`config.mk`:
```
export PLATFORM = sky130hd
export DESIGN_NAME = ysyx_rob_ctrl_flat
export DESIGN_NICKNAME = d
export VERILOG_FILES = /design/src/rtl/ysyx_rob_ctrl_if.sv /design/src/rtl/ysyx_rob_ctrl.sv /design/src/flat_wrapper.sv
export SDC_FILE = /design/constraint.sdc
export NUM_CORES = 1
export LEC_CHECK = 0
export CELL_PAD_IN_SITES_DETAIL_PLACEMENT = 1
export CELL_PAD_IN_SITES_GLOBAL_PLACEMENT = 1
export CORE_MARGIN = 1
export CORE_UTILIZATION = 40
export CTS_CLUSTER_SIZE = 14
export DETAILED_ROUTE_END_ITERATION = 8
export PLACE_DENSITY_LB_ADDON = 0.1
export SLEW_MARGIN = 20
export SYNTH_ARGS = -nofsm -noshare
export SYNTH_HDL_FRONTEND = slang
export SYNTH_SLANG_ARGS = --single-unit
```
`constraint.sdc`:
```
create_clock -name clock -period 38.5 [get_ports clock]
set_input_delay 3.85 -clock clock [delete_from_list [all_inputs] [get_ports clock]]
set_output_delay 3.85 -clock clock [all_outputs]
set_load 0.01 [all_outputs]
```
`src/rtl/ysyx_rob_ctrl_if.sv`:
```
// ROB control bus: dispatch allocation, writeback completion, commit retirement and flush.
// master: rename/execute/commit side (drives requests, observes status).
// slave : the ROB controller (ysyx_rob_ctrl).
interface ysyx_rob_ctrl_if #(
   parameter int unsigned ROB_SIZE = 8,
   parameter int unsigned XLEN     = 32,
   parameter int unsigned RLEN     = 5,
   parameter int unsigned PLEN     = 6
);
   localparam int unsigned IDXW = $clog2(ROB_SIZE);

   // Dispatch
   logic            disp_valid;
   logic            disp_ready;
   logic [RLEN-1:0] disp_rd;
   logic [PLEN-1:0] disp_prd;
   logic [PLEN-1:0] disp_prs;
   logic [IDXW-1:0] disp_idx;
   // Writeback
   logic            wb_valid;
   logic [IDXW-1:0] wb_idx;
   logic            wb_mispred;
   logic [XLEN-1:0] wb_npc;
   // Commit
   logic            cm_valid;
   logic            cm_ready;
   logic [IDXW-1:0] cm_idx;
   logic [RLEN-1:0] cm_rd;
   logic [PLEN-1:0] cm_prd;
   logic [PLEN-1:0] cm_prs;
   // Flush / status
   logic            flush;
   logic [XLEN-1:0] flush_npc;
   logic [IDXW:0]   count;

   modport master (
      output disp_valid, disp_rd, disp_prd, disp_prs,
      output wb_valid, wb_idx, wb_mispred, wb_npc,
      output cm_ready,
      input  disp_ready, disp_idx, cm_valid, cm_idx, cm_rd, cm_prd, cm_prs,
      input  flush, flush_npc, count
   );

   modport slave (
      input  disp_valid, disp_rd, disp_prd, disp_prs,
      input  wb_valid, wb_idx, wb_mispred, wb_npc,
      input  cm_ready,
      output disp_ready, disp_idx, cm_valid, cm_idx, cm_rd, cm_prd, cm_prs,
      output flush, flush_npc, count
   );
endinterface

```
`src/rtl/ysyx_rob_ctrl.sv`:
```
// Reorder-buffer control: head/tail pointers, occupancy, per-entry state and mapping fields.
// Ports: clock (rising edge), reset (async, active-high), bus (ysyx_rob_ctrl_if.slave) carrying
// dispatch allocation, writeback completion, in-order commit and the mispredict flush.
module ysyx_rob_ctrl #(
   parameter int unsigned ROB_SIZE = 8,
   parameter int unsigned XLEN     = 32,
   parameter int unsigned RLEN     = 5,
   parameter int unsigned PLEN     = 6
) (
   input logic           clock,
   input logic           reset,
   ysyx_rob_ctrl_if.slave bus
);
   localparam int unsigned IDXW = $clog2(ROB_SIZE);

   typedef enum logic [1:0] {
      ROB_CM = 2'd0,
      ROB_EX = 2'd1,
      ROB_WB = 2'd2
   } rob_state_t;

   rob_state_t        state_q   [ROB_SIZE];
   logic [RLEN-1:0]   rd_q      [ROB_SIZE];
   logic [PLEN-1:0]   prd_q     [ROB_SIZE];
   logic [PLEN-1:0]   prs_q     [ROB_SIZE];
   logic [XLEN-1:0]   npc_q     [ROB_SIZE];
   logic [ROB_SIZE-1:0] mispred_q;

   logic [IDXW-1:0]   head_q, tail_q;
   logic [IDXW:0]     count_q;
   logic              flush_q;
   logic [XLEN-1:0]   flush_npc_q;

   logic disp_ready, cm_valid, disp_fire, cm_fire, wb_take, flush_req;

   always_comb begin
      disp_ready = (count_q != (IDXW+1)'(ROB_SIZE)) && !flush_q;
      cm_valid   = (count_q != '0) && (state_q[head_q] == ROB_WB) && !flush_q;
      disp_fire  = bus.disp_valid && disp_ready;
      cm_fire    = cm_valid && bus.cm_ready;
      // Only an in-flight (executing) entry may complete; stale writebacks are dropped.
      wb_take    = bus.wb_valid && !flush_q && (state_q[bus.wb_idx] == ROB_EX);
      flush_req  = cm_fire && mispred_q[head_q];
   end

   always_ff @(posedge clock or posedge reset) begin
      if (reset) begin
         for (int i = 0; i < ROB_SIZE; i++) begin
            state_q[i] <= ROB_CM;
            rd_q[i]    <= '0;
            prd_q[i]   <= '0;
            prs_q[i]   <= '0;
            npc_q[i]   <= '0;
         end
         mispred_q   <= '0;
         head_q      <= '0;
         tail_q      <= '0;
         count_q     <= '0;
         flush_q     <= 1'b0;
         flush_npc_q <= '0;
      end else if (flush_req) begin
         // Mispredicted retire squashes everything younger, including same-edge dispatch.
         for (int i = 0; i < ROB_SIZE; i++) begin
            state_q[i] <= ROB_CM;
         end
         head_q      <= '0;
         tail_q      <= '0;
         count_q     <= '0;
         flush_q     <= 1'b1;
         flush_npc_q <= npc_q[head_q];
      end else begin
         flush_q <= 1'b0;
         if (disp_fire) begin
            state_q[tail_q]   <= ROB_EX;
            rd_q[tail_q]      <= bus.disp_rd;
            prd_q[tail_q]     <= bus.disp_prd;
            prs_q[tail_q]     <= bus.disp_prs;
            mispred_q[tail_q] <= 1'b0;
            tail_q            <= tail_q + 1'b1;
         end
         if (wb_take) begin
            state_q[bus.wb_idx]   <= ROB_WB;
            mispred_q[bus.wb_idx] <= bus.wb_mispred;
            npc_q[bus.wb_idx]     <= bus.wb_npc;
         end
         if (cm_fire) begin
            state_q[head_q] <= ROB_CM;
            head_q          <= head_q + 1'b1;
         end
         unique case ({disp_fire, cm_fire})
            2'b10:   count_q <= count_q + 1'b1;
            2'b01:   count_q <= count_q - 1'b1;
            default: count_q <= count_q;
         endcase
      end
   end

   assign bus.disp_ready = disp_ready;
   assign bus.disp_idx   = tail_q;
   assign bus.cm_valid   = cm_valid;
   assign bus.cm_idx     = head_q;
   assign bus.cm_rd      = rd_q[head_q];
   assign bus.cm_prd     = prd_q[head_q];
   assign bus.cm_prs     = prs_q[head_q];
   assign bus.flush      = flush_q;
   assign bus.flush_npc  = flush_npc_q;
   assign bus.count      = count_q;
endmodule

```
`src/flat_wrapper.sv`:
```
// flat-port wrapper written by rule: the top's interface ports become plain ports
module ysyx_rob_ctrl_flat 
#(
   parameter int unsigned ROB_SIZE = 8,
   parameter int unsigned XLEN     = 32,
   parameter int unsigned RLEN     = 5,
   parameter int unsigned PLEN     = 6
)
  (clock, reset, bus_disp_valid, bus_disp_rd, bus_disp_prd, bus_disp_prs, bus_wb_valid, bus_wb_idx, bus_wb_mispred, bus_wb_npc, bus_cm_ready, bus_disp_ready, bus_disp_idx, bus_cm_valid, bus_cm_idx, bus_cm_rd, bus_cm_prd, bus_cm_prs, bus_flush, bus_flush_npc, bus_count);
  ysyx_rob_ctrl_if #(.ROB_SIZE(ROB_SIZE), .XLEN(XLEN), .RLEN(RLEN), .PLEN(PLEN)) bus_i ();
  input logic clock;
  input logic reset;
  input wire logic [$bits(bus_i.disp_valid)-1:0] bus_disp_valid;
  input wire logic [$bits(bus_i.disp_rd)-1:0] bus_disp_rd;
  input wire logic [$bits(bus_i.disp_prd)-1:0] bus_disp_prd;
  input wire logic [$bits(bus_i.disp_prs)-1:0] bus_disp_prs;
  input wire logic [$bits(bus_i.wb_valid)-1:0] bus_wb_valid;
  input wire logic [$bits(bus_i.wb_idx)-1:0] bus_wb_idx;
  input wire logic [$bits(bus_i.wb_mispred)-1:0] bus_wb_mispred;
  input wire logic [$bits(bus_i.wb_npc)-1:0] bus_wb_npc;
  input wire logic [$bits(bus_i.cm_ready)-1:0] bus_cm_ready;
  output wire logic [$bits(bus_i.disp_ready)-1:0] bus_disp_ready;
  output wire logic [$bits(bus_i.disp_idx)-1:0] bus_disp_idx;
  output wire logic [$bits(bus_i.cm_valid)-1:0] bus_cm_valid;
  output wire logic [$bits(bus_i.cm_idx)-1:0] bus_cm_idx;
  output wire logic [$bits(bus_i.cm_rd)-1:0] bus_cm_rd;
  output wire logic [$bits(bus_i.cm_prd)-1:0] bus_cm_prd;
  output wire logic [$bits(bus_i.cm_prs)-1:0] bus_cm_prs;
  output wire logic [$bits(bus_i.flush)-1:0] bus_flush;
  output wire logic [$bits(bus_i.flush_npc)-1:0] bus_flush_npc;
  output wire logic [$bits(bus_i.count)-1:0] bus_count;
  assign bus_i.disp_valid = bus_disp_valid;
  assign bus_i.disp_rd = bus_disp_rd;
  assign bus_i.disp_prd = bus_disp_prd;
  assign bus_i.disp_prs = bus_disp_prs;
  assign bus_i.wb_valid = bus_wb_valid;
  assign bus_i.wb_idx = bus_wb_idx;
  assign bus_i.wb_mispred = bus_wb_mispred;
  assign bus_i.wb_npc = bus_wb_npc;
  assign bus_i.cm_ready = bus_cm_ready;
  assign bus_disp_ready = bus_i.disp_ready;
  assign bus_disp_idx = bus_i.disp_idx;
  assign bus_cm_valid = bus_i.cm_valid;
  assign bus_cm_idx = bus_i.cm_idx;
  assign bus_cm_rd = bus_i.cm_rd;
  assign bus_cm_prd = bus_i.cm_prd;
  assign bus_cm_prs = bus_i.cm_prs;
  assign bus_flush = bus_i.flush;
  assign bus_flush_npc = bus_i.flush_npc;
  assign bus_count = bus_i.count;
  ysyx_rob_ctrl #(.ROB_SIZE(ROB_SIZE), .XLEN(XLEN), .RLEN(RLEN), .PLEN(PLEN)) u_core (.clock(clock), .reset(reset), .bus(bus_i));
endmodule
```
* Word-level counts from Yosys, hierarchy flattened
Index checks and enable logic that the tools add are counted.
Widths: inputs -> output; s select.
** Storage, ports and cells
- Flip-flop bits (word level) :: 459
- Input bits :: 58
- Output and inout bits :: 62
** Cells by class
- Add/sub/neg operators :: 4
- $lt $le $gt $ge :: 11
- Eq/ne operators :: 5
- Multiplexer cells :: 57
- Bitwise operators :: 14
- Reductions and logical operators :: 20
** Operator list (number)
- $bwmux 256 :: 1
- $bmux 32 s3 :: 1
- $bwmux 48 :: 2
- $demux 32 s3 :: 1
- $mux 16 :: 6
- $mux 32 :: 3
- $bwmux 40 :: 1
- $bmux 6 s3 :: 2
- $mux 6 :: 5
- $and 8x8->8 :: 3
- $mux 8 :: 3
- $not 8->8 :: 3
- $demux 2 s3 :: 3
- $demux 6 s3 :: 1
- $and 16x16->16 :: 1
- $not 16->16 :: 1
- $or 8x8->8 :: 2
- $bmux 5 s3 :: 1
- $demux 5 s3 :: 1
- $mux 5 :: 3
- $mux 2 :: 7
- $logic_and 1x1->1 :: 13
- $bmux 2 s3 :: 2
- $ge 4x4->1 const B :: 3
- 23 further kinds :: 42

* Longest topological paths before layout
Gate-level depths: netlist (run 1).
- Depth in word-level cells :: 16
- Gate-level depth with buffers :: 15

* Least setup slack after synthesis (run 1)
OpenSTA, ideal clock, no wires.
- Kind :: reg-to-output
- From :: register u_core.head_q[1] (netlist: u_core.bus.cm_idx[1])
- To :: output port bus_cm_prd[0]
- Arrival time :: 2.360 ns
- Data required time :: 34.650 ns
- Path slack :: 32.290 ns
- Cell stages (with the launch flop) :: 9
- Path buffers :: 5
- Cell sequence :: dfrtp_1 buf_6 buf_2 nor3b_1 clkbuf_1 clkbuf_1 buf_1 a22oi_1 nand4_1
** Between the ends
- Word-level cells in the longest chain between the ends :: 4
** Ends and longest elaborated chain
- start: declaration :: RTL line ysyx_rob_ctrl.sv:29 : logic [IDXW-1:0] head_q, tail_q;
- start signal: assignment :: RTL line ysyx_rob_ctrl.sv:88 : head_q <= head_q + 1'b1;
- $not 3->4 (implied by the code) :: RTL line ysyx_rob_ctrl.sv:103 : assign bus.cm_prd = prd_q[head_q];
- $bmux 6 s3 :: RTL line ysyx_rob_ctrl.sv:103
- $mux 6 (implied by the code) (2 in a row) :: RTL line ysyx_rob_ctrl.sv:103
- end: declaration :: RTL line flat_wrapper.sv:27 : output wire logic [$bits(bus_i.cm_prd)-1:0] bus_cm_prd;
No other way between the ends. The select of a mux whose other input is x is not followed.

* Worst setup path in the final report (run 1)
- From :: register u_core.head_q[2] (netlist: u_core.bus.cm_idx[2])
- To :: output port bus_cm_prs[1]
** Between the ends
- Word-level cells in the longest chain between the ends :: 4
** Ends and longest elaborated chain
- $not 3->4 (implied by the code) :: RTL line ysyx_rob_ctrl.sv:104 : assign bus.cm_prs = prs_q[head_q];
- $bmux 6 s3 :: RTL line ysyx_rob_ctrl.sv:104
- $mux 6 (implied by the code) (2 in a row) :: RTL line ysyx_rob_ctrl.sv:104
- end: declaration :: RTL line flat_wrapper.sv:28 : output wire logic [$bits(bus_i.cm_prs)-1:0] bus_cm_prs;
No other way between the ends. The select of a mux whose other input is x is not followed.

==> results.yml, run 1 <==
floorplanning:
  coreArea_mm2: 0.0501
  start_util: 0.404
  num_io_pins: 120
  core.rowCount: 82
  floorplan.die.width_um: 227
  floorplan.die.height_um: 227
  fp.dieArea_mm2: 0.0515
logic_synthesis:
  syn-instance-count: 1428
  ys_top_cells_by_count: "459 x sky130_fd_sc_hd__dfrtp_1, 411 x sky130_fd_sc_hd__mux2_2, 142 x sky130_fd_sc_hd__a22oi_1, 36 x sky130_fd_sc_hd__clkbuf_1, 34 x sky130_fd_sc_hd__nand3_1"
  post-synth-top-area-cell: "sky130_fd_sc_hd__dfrtp_1"
  synth-adder-area-share: 0.00346
  synth-async-reset-ratio: 1.00
  seq_area_frac_synth: 0.568
  synth.ff_latch_count: 459
  synth.top_cells.by_area: "sky130_fd_sc_hd__dfrtp_1 57%, sky130_fd_sc_hd__mux2_2 23%, sky130_fd_sc_hd__a22oi_1 5.3%"
  netlist_area_mm2: 0.0202
  yosysUniqueCellTypes: 54
  synth_top_family_by_area: "multiplexers"
  synth_xor_area_frac: 0.00173
  synth-edff-count: 0
  netlist.area_leader.share: 0.568
  synthFlopType: "sky130_fd_sc_hd__dfrtp_1"
  warnings_from_yosys: 0
  synth_nets: 1491
  synthSimpleGateAreaFrac: 0.0411
  synth_compound_gate_area_share: 0.106
  postSynthAreaPerCell_um2: 14.2
  yosys-mux-area-fraction: 0.249
  synth.most_common_cell: "sky130_fd_sc_hd__dfrtp_1"
cts:
  cts-root-to-sink-buffers: 3
  clock_tree.root_cell: "sky130_fd_sc_hd__clkbuf_16"
  cts.sinks: 459
  post-cts-setup-buffer-count: 0
  count_of_hold_buffers_inserted_by_post_cts_repair: 0
  clk_pin_slew_worst_paths_ns: 0.06
  clock_latency_ns: 0.59
  htree_num_levels: 2
  postcts_resize_cnt: 0
  cts_tree: "done"
  cts_buffers: 52
routing:
  detail-route-antenna-nets: 0
  vias: 12900
  drt_iter0_drc: 631
  detail_route.first_pass.iterations: 5
  number_of_remaining_drc_errors: 0
  avgViaCountPerCell: 5.73
  detail_route.wl_per_cell_um: 24.9
  drt-total-wl_mm: 56.0
setup_path:
  crit_path_end_kind: "output pin"
  cp_cell_sequence: "and3b_2 -> buf_4 -> a22oi_1 -> nand4_1 -> clkdlybuf4s50_1"
  critPathMaxStageDelay_ns: 0.75
  timing.setup.critical_path_class: "flop to output pin"
  startpoint_type: "flop"
  critPathMaxFanout: 40
  worst-endpoint-arrival_ns: 3.66
  worst_path_max_delay_cell: "sky130_fd_sc_hd__dfrtp_1"
  cp_data_required_time_ns: 34.65
timing:
  period_share: 0.195
  worstMarginPinSlew_ns: 1.03
  setup_repair_after_global_routing_missed_its_margin: "false"
  headroom_to_the_max_slew_limit: 0.304
  setup_violations: 0
  max_freq_ghz: 0.133
  finalHoldViolations: 0
  finalCriticalPeriod_ns: 7.51
  setup-tns-final_ns: 0
  clock-skew-final_ns: 0.0258
  fin_worst_hold_slack_ns: 0.481
  finalMaxSlewViolations: 0
pwr:
  p_leak_nw: 10.0
  switching_part_of_the_total_power: 0.325
  power_switching_mw: 0.653
  comb_power_share: 0.334
  irDropWorstVdd_v: 0.0000474
  internal-power_mw: 1.36
  power_density_mw_per_mm2: 85.1
  seqPwrFrac: 0.428
  power_frac_clock: 0.238
grt:
  grt_antenna_before_repair: 2
  grt_first_pass_wirelength_mm: 88.3
  maximum_number_of_pins_on_one_net_before_global_route_repair: 87
  groute.usage.overall: 0.227
  grt_remaining_overflow: 0
  grt_pass1_vias: 14100
run:
  max_cap_viol_count: 0
placement:
  routabilityCongestion: 0.808
  dp_hpwl_mm: 31.1
  placed_cells_incl_taps: 2153
  port-buffer-count: 119
final_layout:
  count_of_placed_standard_cells_in_the_final_layout_fillers_left_out: 2245
  layout-drive-gt1-share: 0.353
  areaGrowthSynthToFinish_pct: 16.8
  finish.net_count: 1598
  diodes: 0
status:
  status: "completed"
hold_path:
  min-delay-path-class: "flop to flop"
critical path, delay by kind of cell (launching register included):
kind	cells	cell delay, ns
buf+inv	2	1.22
simple gates	2	0.84
flops	1	0.75
compound gates	1	0.21
through the flow:
stage | worst slack (ns) | power [mW] | instance area, um^2 | utilization
CTS | 30.97 | 2.03 | 23600 | 0.472
finish | 30.99 | 2.01 | 23600 | 0.472
floorplan | 21.85 | 1.28 | 20200 | -
global placement | 31.58 | 1.52 | 22000 | 0.439
detailed placement | 31.57 | 1.54 | 22000 | 0.439
global route | 30.85 | 2.14 | 23600 | 0.472
path summary, 6_finish.rpt:
kind | end | startpoint | slack, ns | depth (start not counted)
setup / recovery | bus_cm_prs[1] | u_core.bus.cm_idx[2] | 30.99 | 5
hold / removal | u_core.bus.flush_npc[9] | u_core.bus.flush_npc[9] | 0.48 | 1
setup reg to reg | u_core.bus.count[3] | u_core.bus.cm_idx[1] | 34.63 | 12
hold reg to reg | u_core.bus.flush_npc[9] | u_core.bus.flush_npc[9] | 0.48 | 1
max in group asynchronous | u_core.npc_q[216] | reset | 32.42 | 4
min in group asynchronous | u_core.bus.count[2] | reset | 3.76 | 2
power by group through the flow:
stage	clock network (mW)	registers (mW)	logic, mW
floorplan	0	0.828	0.455
global placement	0	0.854	0.663
detailed placement	0	0.865	0.679
CTS	0.492	0.859	0.682
global route	0.511	0.893	0.734
finish	0.478	0.860	0.672
final cells by class:
class | count | area, um^2
multi-input cells | 864 | 8190
fillers | 5021 | 26400
well taps | 672 | 841
flip-flops and latches | 459 | 11500
repair buffers | 151 | 1440
clock inverters | 9 | 83.8
inverters | 7 | 33.8
clock buffers | 83 | 1560
layer usage:
layer  vias up  wire [um]  global-route usage
met5         -         27                   0
met4         4       1360              0.0684
met3        95       2100              0.0346
met2       234      26600               0.364
met1      6904      25900               0.317
li1       5618          -                   -
placed cells by master (no fill, tap or decap), types with 4 or more instances in the layout:
master	netlist	routed
sky130_fd_sc_hd__o2bb2ai_1	8	8
sky130_fd_sc_hd__nor2_1	22	21
sky130_fd_sc_hd__inv_1	7	6
sky130_fd_sc_hd__o22ai_1	8	8
sky130_fd_sc_hd__clkdlybuf4s50_1	0	119
sky130_fd_sc_hd__or3_1	7	7
sky130_fd_sc_hd__mux2_2	411	411
sky130_fd_sc_hd__ha_1	4	4
sky130_fd_sc_hd__clkbuf_16	0	53
sky130_fd_sc_hd__clkbuf_8	0	12
sky130_fd_sc_hd__and2_1	4	4
sky130_fd_sc_hd__nand3_1	34	34
sky130_fd_sc_hd__nand2_1	13	13
sky130_fd_sc_hd__mux2i_1	5	5
sky130_fd_sc_hd__buf_4	17	30
sky130_fd_sc_hd__mux4_2	6	6
sky130_fd_sc_hd__dfrtp_1	459	459
sky130_fd_sc_hd__clkbuf_1	36	18
sky130_fd_sc_hd__nor3_1	15	14
sky130_fd_sc_hd__a21oi_4	6	6
sky130_fd_sc_hd__a22o_1	30	30
sky130_fd_sc_hd__nand2b_1	7	7
sky130_fd_sc_hd__mux2_1	15	15
sky130_fd_sc_hd__o21ai_4	3	7
sky130_fd_sc_hd__a21oi_1	10	10
sky130_fd_sc_hd__nand4_1	25	25
sky130_fd_sc_hd__o21a_1	7	7
sky130_fd_sc_hd__clkinv_2	0	4
sky130_fd_sc_hd__a211oi_1	4	4
sky130_fd_sc_hd__a221oi_1	27	27
sky130_fd_sc_hd__o21ai_0	4	4
sky130_fd_sc_hd__nor4_1	5	5
sky130_fd_sc_hd__a22oi_1	142	142
logic make-up after synthesis:
group,Yosys count
compound gates,264
xor+xnor,4
fa+ha+maj,5
buf+inv,105
flops,459
mux,440
simple gates,151
state kept, by name, summed over array words and instances, names as in the netlist, 4 cells and up:
signal and flops:
u_core.prd_q 48, u_core.rd_q 40, u_core.bus.flush_npc 32, u_core.bus.count 4, u_core.npc_q 256, u_core.state_q 16, u_core.prs_q 48, u_core.mispred_q 8
(Power assumes the default switching activity.)
==> run 2: changes to the inputs <==
Clock period 38.5 ns to 7.9 ns, I/O delays scaled along.
==> run 2 against run 1 <==
Against the previous run:
- first-iteration DRC count is 11% higher
- sequential cell count unchanged
- clock skew shrank 0.0099 ns
- combinational power rose to 4.8 times the previous value
- setup slack got worse by 28 ns
- total power rose to 4.9 times the previous value
- sequential share of layout area shrank 0.30 points
- via count fell by 0.77%
- design area rose by 0.62%
- largest cell class unchanged
- largest power group unchanged
- highest routed layer unchanged
==> results.yml, run 2 (synthesized netlist as in run 1, its figures left out) <==
cts:
  clock_tree.root_cell: "sky130_fd_sc_hd__clkbuf_16"
  postcts_resize_cnt: 0
  post-cts-setup-buffer-count: 0
  clk_pin_slew_worst_paths_ns: 0.06
  cts_buffers: 51
  cts.sinks: 459
  count_of_hold_buffers_inserted_by_post_cts_repair: 0
  cts-root-to-sink-buffers: 3
  clock_latency_ns: 0.61
  htree_num_levels: 2
  cts_tree: "done"
timing:
  setup_violations: 0
  headroom_to_the_max_slew_limit: 0.346
  period_share: 0.594
  finalCriticalPeriod_ns: 4.69
  finalMaxSlewViolations: 0
  max_freq_ghz: 0.213
  worstMarginPinSlew_ns: 0.980
  setup_repair_after_global_routing_missed_its_margin: "false"
  setup-tns-final_ns: 0
  clock-skew-final_ns: 0.0158
  finalHoldViolations: 0
pwr:
  seqPwrFrac: 0.423
  irDropWorstVdd_v: 0.000186
  switching_part_of_the_total_power: 0.323
  power_density_mw_per_mm2: 418
  power_switching_mw: 3.22
  power_frac_clock: 0.250
  comb_power_share: 0.326
  report.power.total_mw: 9.94
  p_leak_nw: 10.1
  internal-power_mw: 6.73
final_layout:
  areaGrowthSynthToFinish_pct: 17.5
  reg.largest.list: "u_core.npc_q x256, u_core.prd_q x48, u_core.prs_q x48"
  top_register: "u_core.npc_q"
  final.fill_count: 5020
  commonest_non_fill_non_tap_cell_in_the_layout: "sky130_fd_sc_hd__dfrtp_1"
  layout-drive-gt1-share: 0.361
  finish.net_count: 1593
  largest_register_ff_count: 256
  most-common-layout-cells: "459 x sky130_fd_sc_hd__dfrtp_1, 411 x sky130_fd_sc_hd__mux2_2, 142 x sky130_fd_sc_hd__a22oi_1"
  final_core_util: 0.475
setup_path:
  worst-endpoint-arrival_ns: 3.90
  startpoint_type: "flop"
  timing.setup.critical_path_class: "flop to output pin"
  cp_cell_sequence: "nand2_1 -> nor2_4 -> buf_4 -> a22oi_1 -> nand4_1 -> clkdlybuf4s50_1"
  crit_path_end_kind: "output pin"
  worst_path_max_delay_cell: "sky130_fd_sc_hd__dfrtp_1"
  critPathMaxStageDelay_ns: 0.87
  critPathMaxFanout: 28
  cp_data_required_time_ns: 7.11
grt:
  global_route.peak_usage_layer: "met2"
  gr-usage-met3: 0.0395
  maximum_number_of_pins_on_one_net_before_global_route_repair: 172
  grt_first_pass_wirelength_mm: 87.9
  gr-usage-met2: 0.371
  grt_remaining_overflow: 0
  met1_demand_to_capacity_share_in_global_routing: 0.316
  grt_pass1_vias: 13900
  grt_antenna_before_repair: 3
  groute.usage.overall: 0.228
placement:
  routabilityCongestion: 0.780
  port-buffer-count: 119
  dp_hpwl_mm: 30.7
routing:
  detail_route.wl_per_cell_um: 25.2
  drt-total-wl_mm: 56.6
  detail-route-antenna-nets: 0
  avgViaCountPerCell: 5.68
  number_of_remaining_drc_errors: 0
  detail_route.first_pass.iterations: 5
  vias: 12800
  drt_iter0_drc: 703
floorplanning:
  floorplan.die.width_um: 227
  num_io_pins: 120
  coreArea_mm2: 0.0501
  floorplan.die.height_um: 227
  start_util: 0.404
  fp.dieArea_mm2: 0.0515
  core.rowCount: 82
status:
  status: "completed"
hold_path:
  min-delay-path-class: "flop to flop"
run:
  max_cap_viol_count: 0
run 2: cell count changes in the layout (fill, tap and decap cells not counted), sizes merged:
cell / previous run / this run
inv: 9 / 7
buf: 32 / 28
clkbuf: 83 / 73
bufinv: 1 / 5
clkinvlp: 1 / 2
clkinv: 5 / 15
diode: 0 / 2
run 2: routing by layer:
layer  routed length [um]  share of wire
met1                26000           0.46
met2                27300           0.48
met3                 2260          0.040
met4                 1010          0.018
met5                   11        0.00019
run 2: metrics by stage:
stage                     setup WS, ns  std cells  hold WS, ns  area (um^2)
after CTS                         3.13       2244        0.489        23800
after detailed placement          3.79       2149        0.475        22000
after floorplan                  0.899       1428        0.451        20200
final                             3.21       2246        0.482        23800
after global routing              2.95       2245        0.505        23800
after global placement            3.85       2149        0.467        22000
run 2: area by class of cell:
type                            count  area (um^2)  area share
Tap cell                          672          841      0.0354
Multi-Input combinational cell    864         8190       0.345
Antenna cell                        2         5.00    0.000211
Inverter                            7         30.0     0.00126
Sequential cell                   459        11500       0.483
Clock inverter                     22          285      0.0120
Timing Repair Buffer              147         1430      0.0600
Clock buffer                       73         1510      0.0635
run 2: power groups by stage:
| stage | clock (mW) | sequential, mW | combinational [mW] |
|---|---|---|---|
| 6_report | 2.49 | 4.21 | 3.24 |
| 2_1_floorplan | 0 | 4.04 | 2.22 |
| 5_1_grt | 2.64 | 4.36 | 3.54 |
| 4_1_cts | 2.56 | 4.21 | 3.30 |
| 3_3_place_gp | 0 | 4.17 | 3.20 |
| 3_5_place_dp | 0 | 4.24 | 3.28 |
run 2: path summary, 6_finish.rpt:
check	startpoint	slack (ns)	cells past startpoint	end
hold reg to reg	u_core.bus.flush_npc[9]	0.48	1	u_core.bus.flush_npc[9]
setup / recovery	u_core.bus.cm_idx[1]	3.21	6	bus_cm_prs[1]
min in group asynchronous	reset	0.74	2	u_core.bus.count[0]
hold / removal	u_core.bus.flush_npc[9]	0.48	1	u_core.bus.flush_npc[9]
setup reg to reg	u_core.bus.cm_idx[1]	4.22	5	u_core.prs_q[32]
max in group asynchronous	reset	5.69	3	u_core.npc_q[241]
run 2: worst max-delay path, delay by kind of cell (launching register included):
| kind | cells | cell delay (ns) |
|---|---|---|
| DFF | 1 | 0.87 |
| AOI/OAI and AO/OA | 1 | 0.13 |
| and+or+nand+nor | 3 | 1.08 |
| buffers and inverters | 2 | 1.18 |
==> run 3: changes to the inputs <==
Clock period 7.9 ns to 4 ns, I/O delays scaled along.
==> run 3 against run 2 <==
Against the previous run:
- total power is 96% higher
- design area rose by 0.94%
- largest power group unchanged
- setup slack got worse by 2.9 ns
- highest routed layer unchanged
- sequential share of layout area fell by 0.45 points
- critical endpoint is now bus_cm_rd[4]
- hold slack worse by 0.33 ns
- first-iteration DRC count grew 8.7%
- critical path depth shrank 1
==> results.yml, run 3 (synthesized netlist as in run 1, its figures left out) <==
final_layout:
  most-common-layout-cells: "459 x sky130_fd_sc_hd__dfrtp_1, 411 x sky130_fd_sc_hd__mux2_2, 142 x sky130_fd_sc_hd__a22oi_1"
  layout-drive-gt1-share: 0.365
  largest_register_ff_count: 256
  commonest_non_fill_non_tap_cell_in_the_layout: "sky130_fd_sc_hd__dfrtp_1"
  final_core_util: 0.479
  top_register: "u_core.npc_q"
  reg.largest.list: "u_core.npc_q x256, u_core.prd_q x48, u_core.prs_q x48"
  finish.net_count: 1618
  areaGrowthSynthToFinish_pct: 18.6
timing:
  finalHoldViolations: 0
  setup_repair_after_global_routing_missed_its_margin: "false"
  clock-skew-final_ns: 0.0158
  headroom_to_the_max_slew_limit: 0.368
  finalMaxSlewViolations: 0
  setup_violations: 0
  max_freq_ghz: 0.270
  worstMarginPinSlew_ns: 0.934
  period_share: 0.925
  setup-tns-final_ns: 0
  finalCriticalPeriod_ns: 3.70
cts:
  cts.sinks: 459
  htree_num_levels: 2
  cts_buffers: 51
  cts-root-to-sink-buffers: 3
  clock_tree.root_cell: "sky130_fd_sc_hd__clkbuf_16"
  clk_pin_slew_worst_paths_ns: 0.06
  count_of_hold_buffers_inserted_by_post_cts_repair: 0
  clock_latency_ns: 0.60
  post-cts-setup-buffer-count: 0
  cts_tree: "done"
  postcts_resize_cnt: 0
setup_path:
  r2r_end: "u_core.bus.count[3]"
  critPathMaxFanout: 50
  timing.setup.critical_path_class: "flop to output pin"
  worst-endpoint-arrival_ns: 3.30
  crit_path_end_kind: "output pin"
  startpoint_type: "flop"
  worst-r2r-setup-slack_ns: 0.52
  cp_data_required_time_ns: 3.60
  reg2reg_depth: 10
  crit-reg2reg-launch: "u_core.bus.cm_idx[1]"
floorplanning:
  core.rowCount: 82
  fp.dieArea_mm2: 0.0515
  floorplan.die.height_um: 227
  num_io_pins: 120
  floorplan.die.width_um: 227
  start_util: 0.404
  coreArea_mm2: 0.0501
routing:
  detail-route-antenna-nets: 0
  detail_route.first_pass.iterations: 5
  drt-total-wl_mm: 55.8
  drt_iter0_drc: 764
  detail_route.wl_per_cell_um: 24.6
  vias: 12900
  number_of_remaining_drc_errors: 0
  avgViaCountPerCell: 5.67
grt:
  grt_pass1_vias: 13900
  grt_remaining_overflow: 0
  grt_antenna_before_repair: 4
  maximum_number_of_pins_on_one_net_before_global_route_repair: 130
  grt_first_pass_wirelength_mm: 87.0
  groute.usage.overall: 0.225
placement:
  port-buffer-count: 119
  dp_hpwl_mm: 33.2
  routabilityCongestion: 0.809
hold_path:
  min-delay-path-class: "input pin to async pin"
pwr:
  power_density_mw_per_mm2: 813
  p_leak_nw: 10.2
  report.power.total_mw: 19.5
  irDropWorstVdd_v: 0.000374
status:
  status: "completed"
run:
  max_cap_viol_count: 0
run 3: cell count changes in the layout (fill, tap and decap cells not counted), moves of 2 or more:
cell	before	now
sky130_fd_sc_hd__clkinv_2	11	6
sky130_fd_sc_hd__buf_4	26	38
sky130_fd_sc_hd__clkbuf_1	7	14
sky130_fd_sc_hd__bufinv_16	5	1
sky130_fd_sc_hd__buf_12	2	15
sky130_fd_sc_hd__clkbuf_8	15	18
sky130_fd_sc_hd__clkinv_4	2	0
run 3: cell type report:
class / instances / area (um^2)
Timing Repair Buffer: 172 / 1780
Multi-Input combinational cell: 864 / 8190
Tap cell: 672 / 841
Sequential cell: 459 / 11500
Inverter: 7 / 30.0
Clock buffer: 83 / 1580
Clock inverter: 10 / 97.6
Antenna cell: 2 / 5.00
Fill cell: 5056 / 26100
run 3: stage by stage:
step / area [um^2] / cells / hold WS [ns] / setup slack (ns)
after global routing: 24000 / 2267 / 0.145 / 0.146
after global placement: 22300 / 2174 / 0.469 / 0.569
final: 24000 / 2269 / 0.150 / 0.301
after detailed placement: 22300 / 2174 / 0.471 / 0.522
after CTS: 24000 / 2267 / 0.128 / 0.238
after floorplan: 20200 / 1428 / 0.451 / -2.61
run 3: report_power, final:
group	internal [mW]	total [mW]	switching, mW
clock network	2.75	4.65	1.90
registers	6.93	8.24	1.31
logic	3.54	6.63	3.10
run 3: critical path, stage by stage, from the launching register on:
cell and delay (ns):
sky130_fd_sc_hd__dfrtp_1 0.66, sky130_fd_sc_hd__and3b_2 0.32, sky130_fd_sc_hd__buf_4 0.67, sky130_fd_sc_hd__a22oi_1 0.21, sky130_fd_sc_hd__nand4_1 0.20, sky130_fd_sc_hd__clkdlybuf4s50_1 0.58
run 3: worst max path at each step:
stage | endpoint | depth (start not counted) | slack, ns | start
after floorplan | u_core.bus.cm_idx[0] | 1 | -2.61 | reset
after global placement | u_core.bus.count[3] | 10 | 0.57 | u_core.bus.cm_idx[1]
after detailed placement | u_core.npc_q[39] | 7 | 0.52 | bus_wb_idx[1]
after CTS | bus_cm_rd[4] | 6 | 0.24 | u_core.bus.cm_idx[1]
after global routing | bus_cm_prd[5] | 5 | 0.15 | u_core.bus.cm_idx[1]
final | bus_cm_rd[4] | 5 | 0.30 | u_core.bus.cm_idx[1]
run 3: routing by layer:
| layer | GRT usage | share of wire | vias to the layer above | wire length [um] |
|---|---|---|---|---|
| met1 | 0.308 | 0.46 | 6879 | 25700 |
| met5 | 0 | 0.00073 | - | 41 |
| met4 | 0.0663 | 0.020 | 6 | 1100 |
| li1 | - | - | 5674 | - |
| met3 | 0.0404 | 0.040 | 78 | 2240 |
| met2 | 0.363 | 0.48 | 227 | 26800 |
